### config.mk
export PLATFORM = sky130hd
export DESIGN_NAME = wdt_device
export DESIGN_NICKNAME = d
export VERILOG_FILES = /design/src/rtl/wdt_device.sv
export SDC_FILE = /design/constraint.sdc
export NUM_CORES = 1
export LEC_CHECK = 0
export CORE_ASPECT_RATIO = 0.75
export CORE_MARGIN = 4
export CORE_UTILIZATION = 60
export DETAILED_ROUTE_END_ITERATION = 7
export PLACE_DENSITY = 0.95
export REMOVE_ABC_BUFFERS = 1
export SETUP_SLACK_MARGIN = 0.05
export SLEW_MARGIN = 40
export SYNTH_ARGS = -nofsm -noshare
export SYNTH_HDL_FRONTEND = slang
export SYNTH_SLANG_ARGS = --single-unit
### constraint.sdc
create_clock -name clk_i -period 4.8 [get_ports clk_i]
set_input_delay 1.44 -clock clk_i [delete_from_list [all_inputs] [get_ports clk_i]]
set_output_delay 1.44 -clock clk_i [all_outputs]
set_load 0.02 [all_outputs]
### src/rtl/wdt_device.sv
// wdt_device: watchdog timer on the device bus (request/rvalid protocol).
// Ports: clk_i/rst_i (sync, active-high); device_* bus slave; wdt_irq_o bark, wdt_rst_req_o bite.
module wdt_device #(
    parameter int unsigned PrescaleDiv = 1,
    parameter logic [31:0] KickMagic   = 32'h5A5A_A5A5
) (
    input  logic        clk_i,
    input  logic        rst_i,
    input  logic        device_req_i,
    input  logic [31:0] device_addr_i,
    input  logic        device_we_i,
    input  logic [3:0]  device_be_i,
    input  logic [31:0] device_wdata_i,
    output logic        device_rvalid_o,
    output logic [31:0] device_rdata_o,
    output logic        device_err_o,
    output logic        wdt_irq_o,
    output logic        wdt_rst_req_o
);

    localparam logic [15:0] PresMax = 16'(PrescaleDiv - 1);

    localparam logic [2:0] RegCtrl   = 3'd0;
    localparam logic [2:0] RegBark   = 3'd1;
    localparam logic [2:0] RegBite   = 3'd2;
    localparam logic [2:0] RegCount  = 3'd3;
    localparam logic [2:0] RegKick   = 3'd4;
    localparam logic [2:0] RegStatus = 3'd5;

    typedef enum logic [1:0] {
        ST_IDLE,
        ST_RUN,
        ST_BITTEN
    } state_e;

    state_e      state_q;
    state_e      state_d;
    logic        ctrl_en_q;
    logic        ctrl_lock_q;
    logic [31:0] bark_q;
    logic [31:0] bite_q;
    logic [31:0] count_q;
    logic [15:0] presc_q;
    logic        barked_q;
    logic        rvalid_q;
    logic        err_q;
    logic [31:0] rdata_q;
    logic [31:0] rd_mux;

    logic [2:0]  reg_idx;
    logic        wr;
    logic        wr_cfg;
    logic        bad_addr;
    logic        kick_valid;
    logic        w1c;
    logic        run_active;
    logic        bite_hit;
    logic        bark_hit;
    logic        unused_addr;

    assign unused_addr = ^{device_addr_i[31:5], device_addr_i[1:0]};

    assign reg_idx  = device_addr_i[4:2];
    assign wr       = device_req_i & device_we_i;
    assign bad_addr = reg_idx[2] & reg_idx[1];
    // Config registers become read-only once LOCK is set.
    assign wr_cfg   = wr & ~ctrl_lock_q;

    assign kick_valid = wr && reg_idx == RegKick &&
                        device_be_i == 4'hF &&
                        device_wdata_i == KickMagic &&
                        state_q != ST_BITTEN;

    assign w1c = wr && reg_idx == RegStatus &&
                 device_be_i[0] && device_wdata_i[0];

    // A valid kick masks every compare and tick in its cycle.
    assign run_active = (state_q == ST_RUN) & ctrl_en_q;
    assign bite_hit   = run_active & ~kick_valid & (count_q >= bite_q);
    assign bark_hit   = run_active & ~kick_valid & (count_q >= bark_q);

    function automatic logic [31:0] be_merge(
        input logic [31:0] old_v,
        input logic [31:0] new_v,
        input logic [3:0]  be
    );
        logic [31:0] r;
        r = old_v;
        for (int i = 0; i < 4; i++) begin
            if (be[i]) r[8*i +: 8] = new_v[8*i +: 8];
        end
        return r;
    endfunction

    always_ff @(posedge clk_i) begin
        if (rst_i) begin
            state_q <= ST_IDLE;
        end else begin
            state_q <= state_d;
        end
    end

    always_comb begin
        state_d = state_q;
        unique case (state_q)
            ST_IDLE: begin
                if (ctrl_en_q) state_d = ST_RUN;
            end
            ST_RUN: begin
                if (!ctrl_en_q)    state_d = ST_IDLE;
                else if (bite_hit) state_d = ST_BITTEN;
            end
            ST_BITTEN: begin
                state_d = ST_BITTEN;
            end
            default: state_d = ST_IDLE;
        endcase
    end

    always_comb begin
        rd_mux = '0;
        unique case (reg_idx)
            RegCtrl:   rd_mux = {30'd0, ctrl_lock_q, ctrl_en_q};
            RegBark:   rd_mux = bark_q;
            RegBite:   rd_mux = bite_q;
            RegCount:  rd_mux = count_q;
            RegStatus: rd_mux = {31'd0, barked_q};
            default:   rd_mux = '0;
        endcase
    end

    always_ff @(posedge clk_i) begin
        if (rst_i) begin
            ctrl_en_q   <= 1'b0;
            ctrl_lock_q <= 1'b0;
            bark_q      <= '1;
            bite_q      <= '1;
            count_q     <= '0;
            presc_q     <= '0;
            barked_q    <= 1'b0;
            rvalid_q    <= 1'b0;
            err_q       <= 1'b0;
            rdata_q     <= '0;
        end else begin
            if (wr_cfg && reg_idx == RegCtrl && device_be_i[0]) begin
                ctrl_en_q   <= device_wdata_i[0];
                ctrl_lock_q <= device_wdata_i[1];
            end
            if (wr_cfg && reg_idx == RegBark) begin
                bark_q <= be_merge(bark_q, device_wdata_i, device_be_i);
            end
            if (wr_cfg && reg_idx == RegBite) begin
                bite_q <= be_merge(bite_q, device_wdata_i, device_be_i);
            end

            // On the bite cycle the count stays at the value that bit.
            if (kick_valid) begin
                count_q <= '0;
                presc_q <= '0;
            end else if (run_active && !bite_hit) begin
                if (presc_q == PresMax) begin
                    presc_q <= '0;
                    if (count_q != '1) count_q <= count_q + 32'd1;
                end else begin
                    presc_q <= presc_q + 16'd1;
                end
            end

            if (bark_hit) begin
                barked_q <= 1'b1;
            end else if (w1c) begin
                barked_q <= 1'b0;
            end

            rvalid_q <= device_req_i;
            err_q    <= device_req_i & bad_addr;
            rdata_q  <= (device_req_i && !device_we_i && !bad_addr) ?
                        rd_mux : 32'd0;
        end
    end

    assign device_rvalid_o = rvalid_q;
    assign device_rdata_o  = rdata_q;
    assign device_err_o    = err_q;
    assign wdt_irq_o       = barked_q & ctrl_en_q;
    assign wdt_rst_req_o   = (state_q == ST_BITTEN);

endmodule

==> results.cfg, run 1 <==
[route]
wl_um = 23300
vias = 8161
dr.pass1.iters = 7
wl_per_cell_um = 18.8
drcViolationCount = 0
vias_per_cell = 6.58
ant_nets = 0
dr.first_iter.drc_count = 806

[synthesis]
yosys_register_bits = 151
async_flop_share_pct = 0
yosys-top-cells-area = dfxtp_1, ha_1, o211ai_1
synthTopCellsByCount = dfxtp_1, nand2_1, inv_1, a21oi_1, ha_1
yosysWarningCount = 0
syn-instance-count = 1001
yosys.cell_types.count = 56
yosys.area.top_type = dfxtp_1
synth.most_common_cell = dfxtp_1
synth_flop_cell = dfxtp_1
yosysTopAreaCellShare_pct = 37.1
ys_seq_area_share_pct = 37.1
synth-edff-count = 0
avgSynthCellArea_um2 = 8.14
synth_area_um2 = 8150

[outcome]
status = finished, final reports clean

[placement]
place_hpwl_um = 15800
numPortBuffers = 78
placed_cells = 1209
dp_slack_ps = 435
dpl_cell_area_um2 = 9070
gp_congestion = 0.926

[grt]
grt-busiest-layer = met2
grtUsageTotal_pct = 30.4
antenna_found_initial = 0
gr-usage-met1_pct = 41.1
first_global_vias = 7680
grt_pass1_wl_um = 38100
grt_util_met2_pct = 47.9
grt_max_degree = 66
met3_usage_pct = 6.75
gr-total-overflow = 0

[sta]
drv_slew = 0
skew_ps = 7.64
fmax_mhz = 243
setup_viol = 0
finalCriticalPeriod_ps = 4110
fin_tns_setup_ps = 0
slew-limit-headroom_pct = 49.4
hold-worst-slack_ps = 476
rsz0062_at_grt = no
hold_violations = 0
tightest_slew_ps = 759
fin_crit_sh_pct = 85.6
fin_ws_ps = 689

[floorplan]
top_level_ports = 108
dieHeight_um = 109
die_area_um2 = 15500
core_um2 = 13200
start_util_pct = 62.0
num_rows = 36
die_x_um = 143

[clock_tree]
clock_sinks = 151
h-tree-depth = 4
clockBufferDepth = 2
cts_made_buffers = 17
cts_resized = 0
hold_buffers = 0
cts_tree = built
clkTransAtPathRegs_ps = 60
postCtsSetupBuffers = 0
insertion_delay_ps = 420
cts_root_buf = clkbuf_16

[cells_and_area]
fin_cells = 1241
syn2layout_area_growth_pct = 18.8
drive_gt1_share_pct = 6.07
num-fill-cells = 940
layout.nets = 1196
finish.utilization_pct = 73.6
stdcell_area_um2 = 9680
seq_area_um2 = 3020
num_antenna_cells = 0
multiInputGateArea_um2 = 4610

[critical_path]
crit_required_ps = 5150
cpLargestDelayFamily = simple AND/OR/NAND/NOR gates
crit_slowest_cell = or4_1
crit_arrival_ps = 4460
reg2reg_depth = 10
crit_path_start_kind = input pin
r2r-start = count_q[0]
critical-path-max-stage-delay_ps = 560
path_max_fanout = 36
cp-startpoint = device_wdata_i[20]
endpoint = count_q[19]
reg2reg_to = presc_q[7]
reg2reg_setup_slack_ps = 1110
cpMostUsedCell = buf_4
crit_cells = 9
crit_chain = clkdlybuf4s50_1 -> nor4bb_1 -> nand4_1 -> nor4_2 -> buf_4 -> a21oi_4 -> buf_4 -> or4_1 -> a21oi_1
cp-end-kind = flip-flop
path_buf_inv = 3
critPathKind = input pin to flip-flop

[pwr]
power.total_mw = 2.82
powerDensity_nw_per_um2 = 292
pwr-share-seq_pct = 45.0
leakage_nw = 4.23
comb_power_share_pct = 6.3
ir_worst_vdd_mv = 0.250
p_int_mw = 2.18
swShare_pct = 22.8
p_sw_uw = 643
clkPwrFrac_pct = 48.7

[job]
maxCapViolCount = 0

[hold_path]
hold_class = flip-flop to flip-flop
## worst reg2reg max path, stage by stage, from the launching register on
cell and delay (ps):
dfxtp_1 430, inv_1 120, ha_1 280, nand2b_1 140, a2111oi_0 660, o311ai_1 190, o21bai_1 600, a31oi_1 430
buf_4 280, or3_1 360, a21oi_1 140
## cells by family (layout without fill, tap and decap cells)
| kind of cell | count (synthesis) | count (layout) | synth area share (%) |
|---|---|---|---|
| compound gates | 286 | 286 | 22.6 |
| fa+ha+maj | 67 | 67 | 10.3 |
| buf+inv | 142 | 211 | 6.56 |
| simple gates | 351 | 351 | 22.8 |
| mux | 4 | 4 | 0.645 |
| flops | 151 | 151 | 37.1 |
## power groups by stage
stage	logic (mW)	clock network (mW)	registers (mW)
floorplan	0.0632	0	1.30
global placement	0.169	0	1.30
detailed placement	0.171	0	1.30
CTS	0.174	1.38	1.27
global route	0.190	1.43	1.27
finish	0.179	1.38	1.27
## registers in the layout, indices dropped and copies added, names as in the netlist
signal,cells
bark_q,32
barked_q,1
state_q,2
ctrl_lock_q,1
device_err_o,1
count_q,32
device_rvalid_o,1
bite_q,32
device_rdata_o,32
ctrl_en_q,1
presc_q,16
## routing by layer
layer / vias to the layer above / part of all wire (%) / wire [um]
li1: 3780 / - / -
met1: 3813 / 41 / 9670
met2: 502 / 45 / 10400
met3: 66 / 11 / 2600
met4: 0 / 2.6 / 610
met5: - / 0 / 0
## area by class of cell
type / count / share of cell area (%)
Inverter: 81 / 3.14
Sequential cell: 151 / 31.2
Multi-Input combinational cell: 708 / 47.6
Tap cell: 171 / 2.21
Clock buffer: 19 / 4.68
Timing Repair Buffer: 98 / 9.56
Clock inverter: 13 / 1.59
## how the worst min path moves through the flow
stage,from,to,slack (ps),cells after the start
final,state_q[1],state_q[0],480,1
after global routing,state_q[1],state_q[0],500,1
after CTS,state_q[1],state_q[0],470,1
after detailed placement,state_q[1],state_q[0],460,1
after global placement,state_q[1],state_q[0],450,1
after floorplan,state_q[1],state_q[0],430,1
## cell usage in the layout, fill, tap and decap left out, drive strengths merged, types with 4 or more instances in the layout
master,count
nor4,9
or3,19
clkdlybuf4s50,77
nand4,31
o31ai,26
buf,21
clkinvlp,4
inv,81
dfxtp,151
nor2b,4
o21a,4
nor4b,5
o21ai,60
nor3,6
and4,6
nand3,21
nand2b,4
o211ai,66
a21oi,68
nor2,48
a22oi,30
or4,25
clkbuf,19
nand2,127
and2,12
clkinv,6
ha,67
nor4bb,4
a21o,14
and3,20
Power figures use the tool's default switching activity.
==> run 2, diff against run 1 <==
--- a/config.mk
+++ b/config.mk
@@ -8,6 +8,7 @@
 export CORE_ASPECT_RATIO = 0.75
 export CORE_MARGIN = 4
 export CORE_UTILIZATION = 60
+export CTS_CLUSTER_SIZE = 24
 export DETAILED_ROUTE_END_ITERATION = 7
 export PLACE_DENSITY = 0.95
 export REMOVE_ABC_BUFFERS = 1
==> results of run 2 <==
The final DEF is identical to that of run 1; final timing and power are the same.
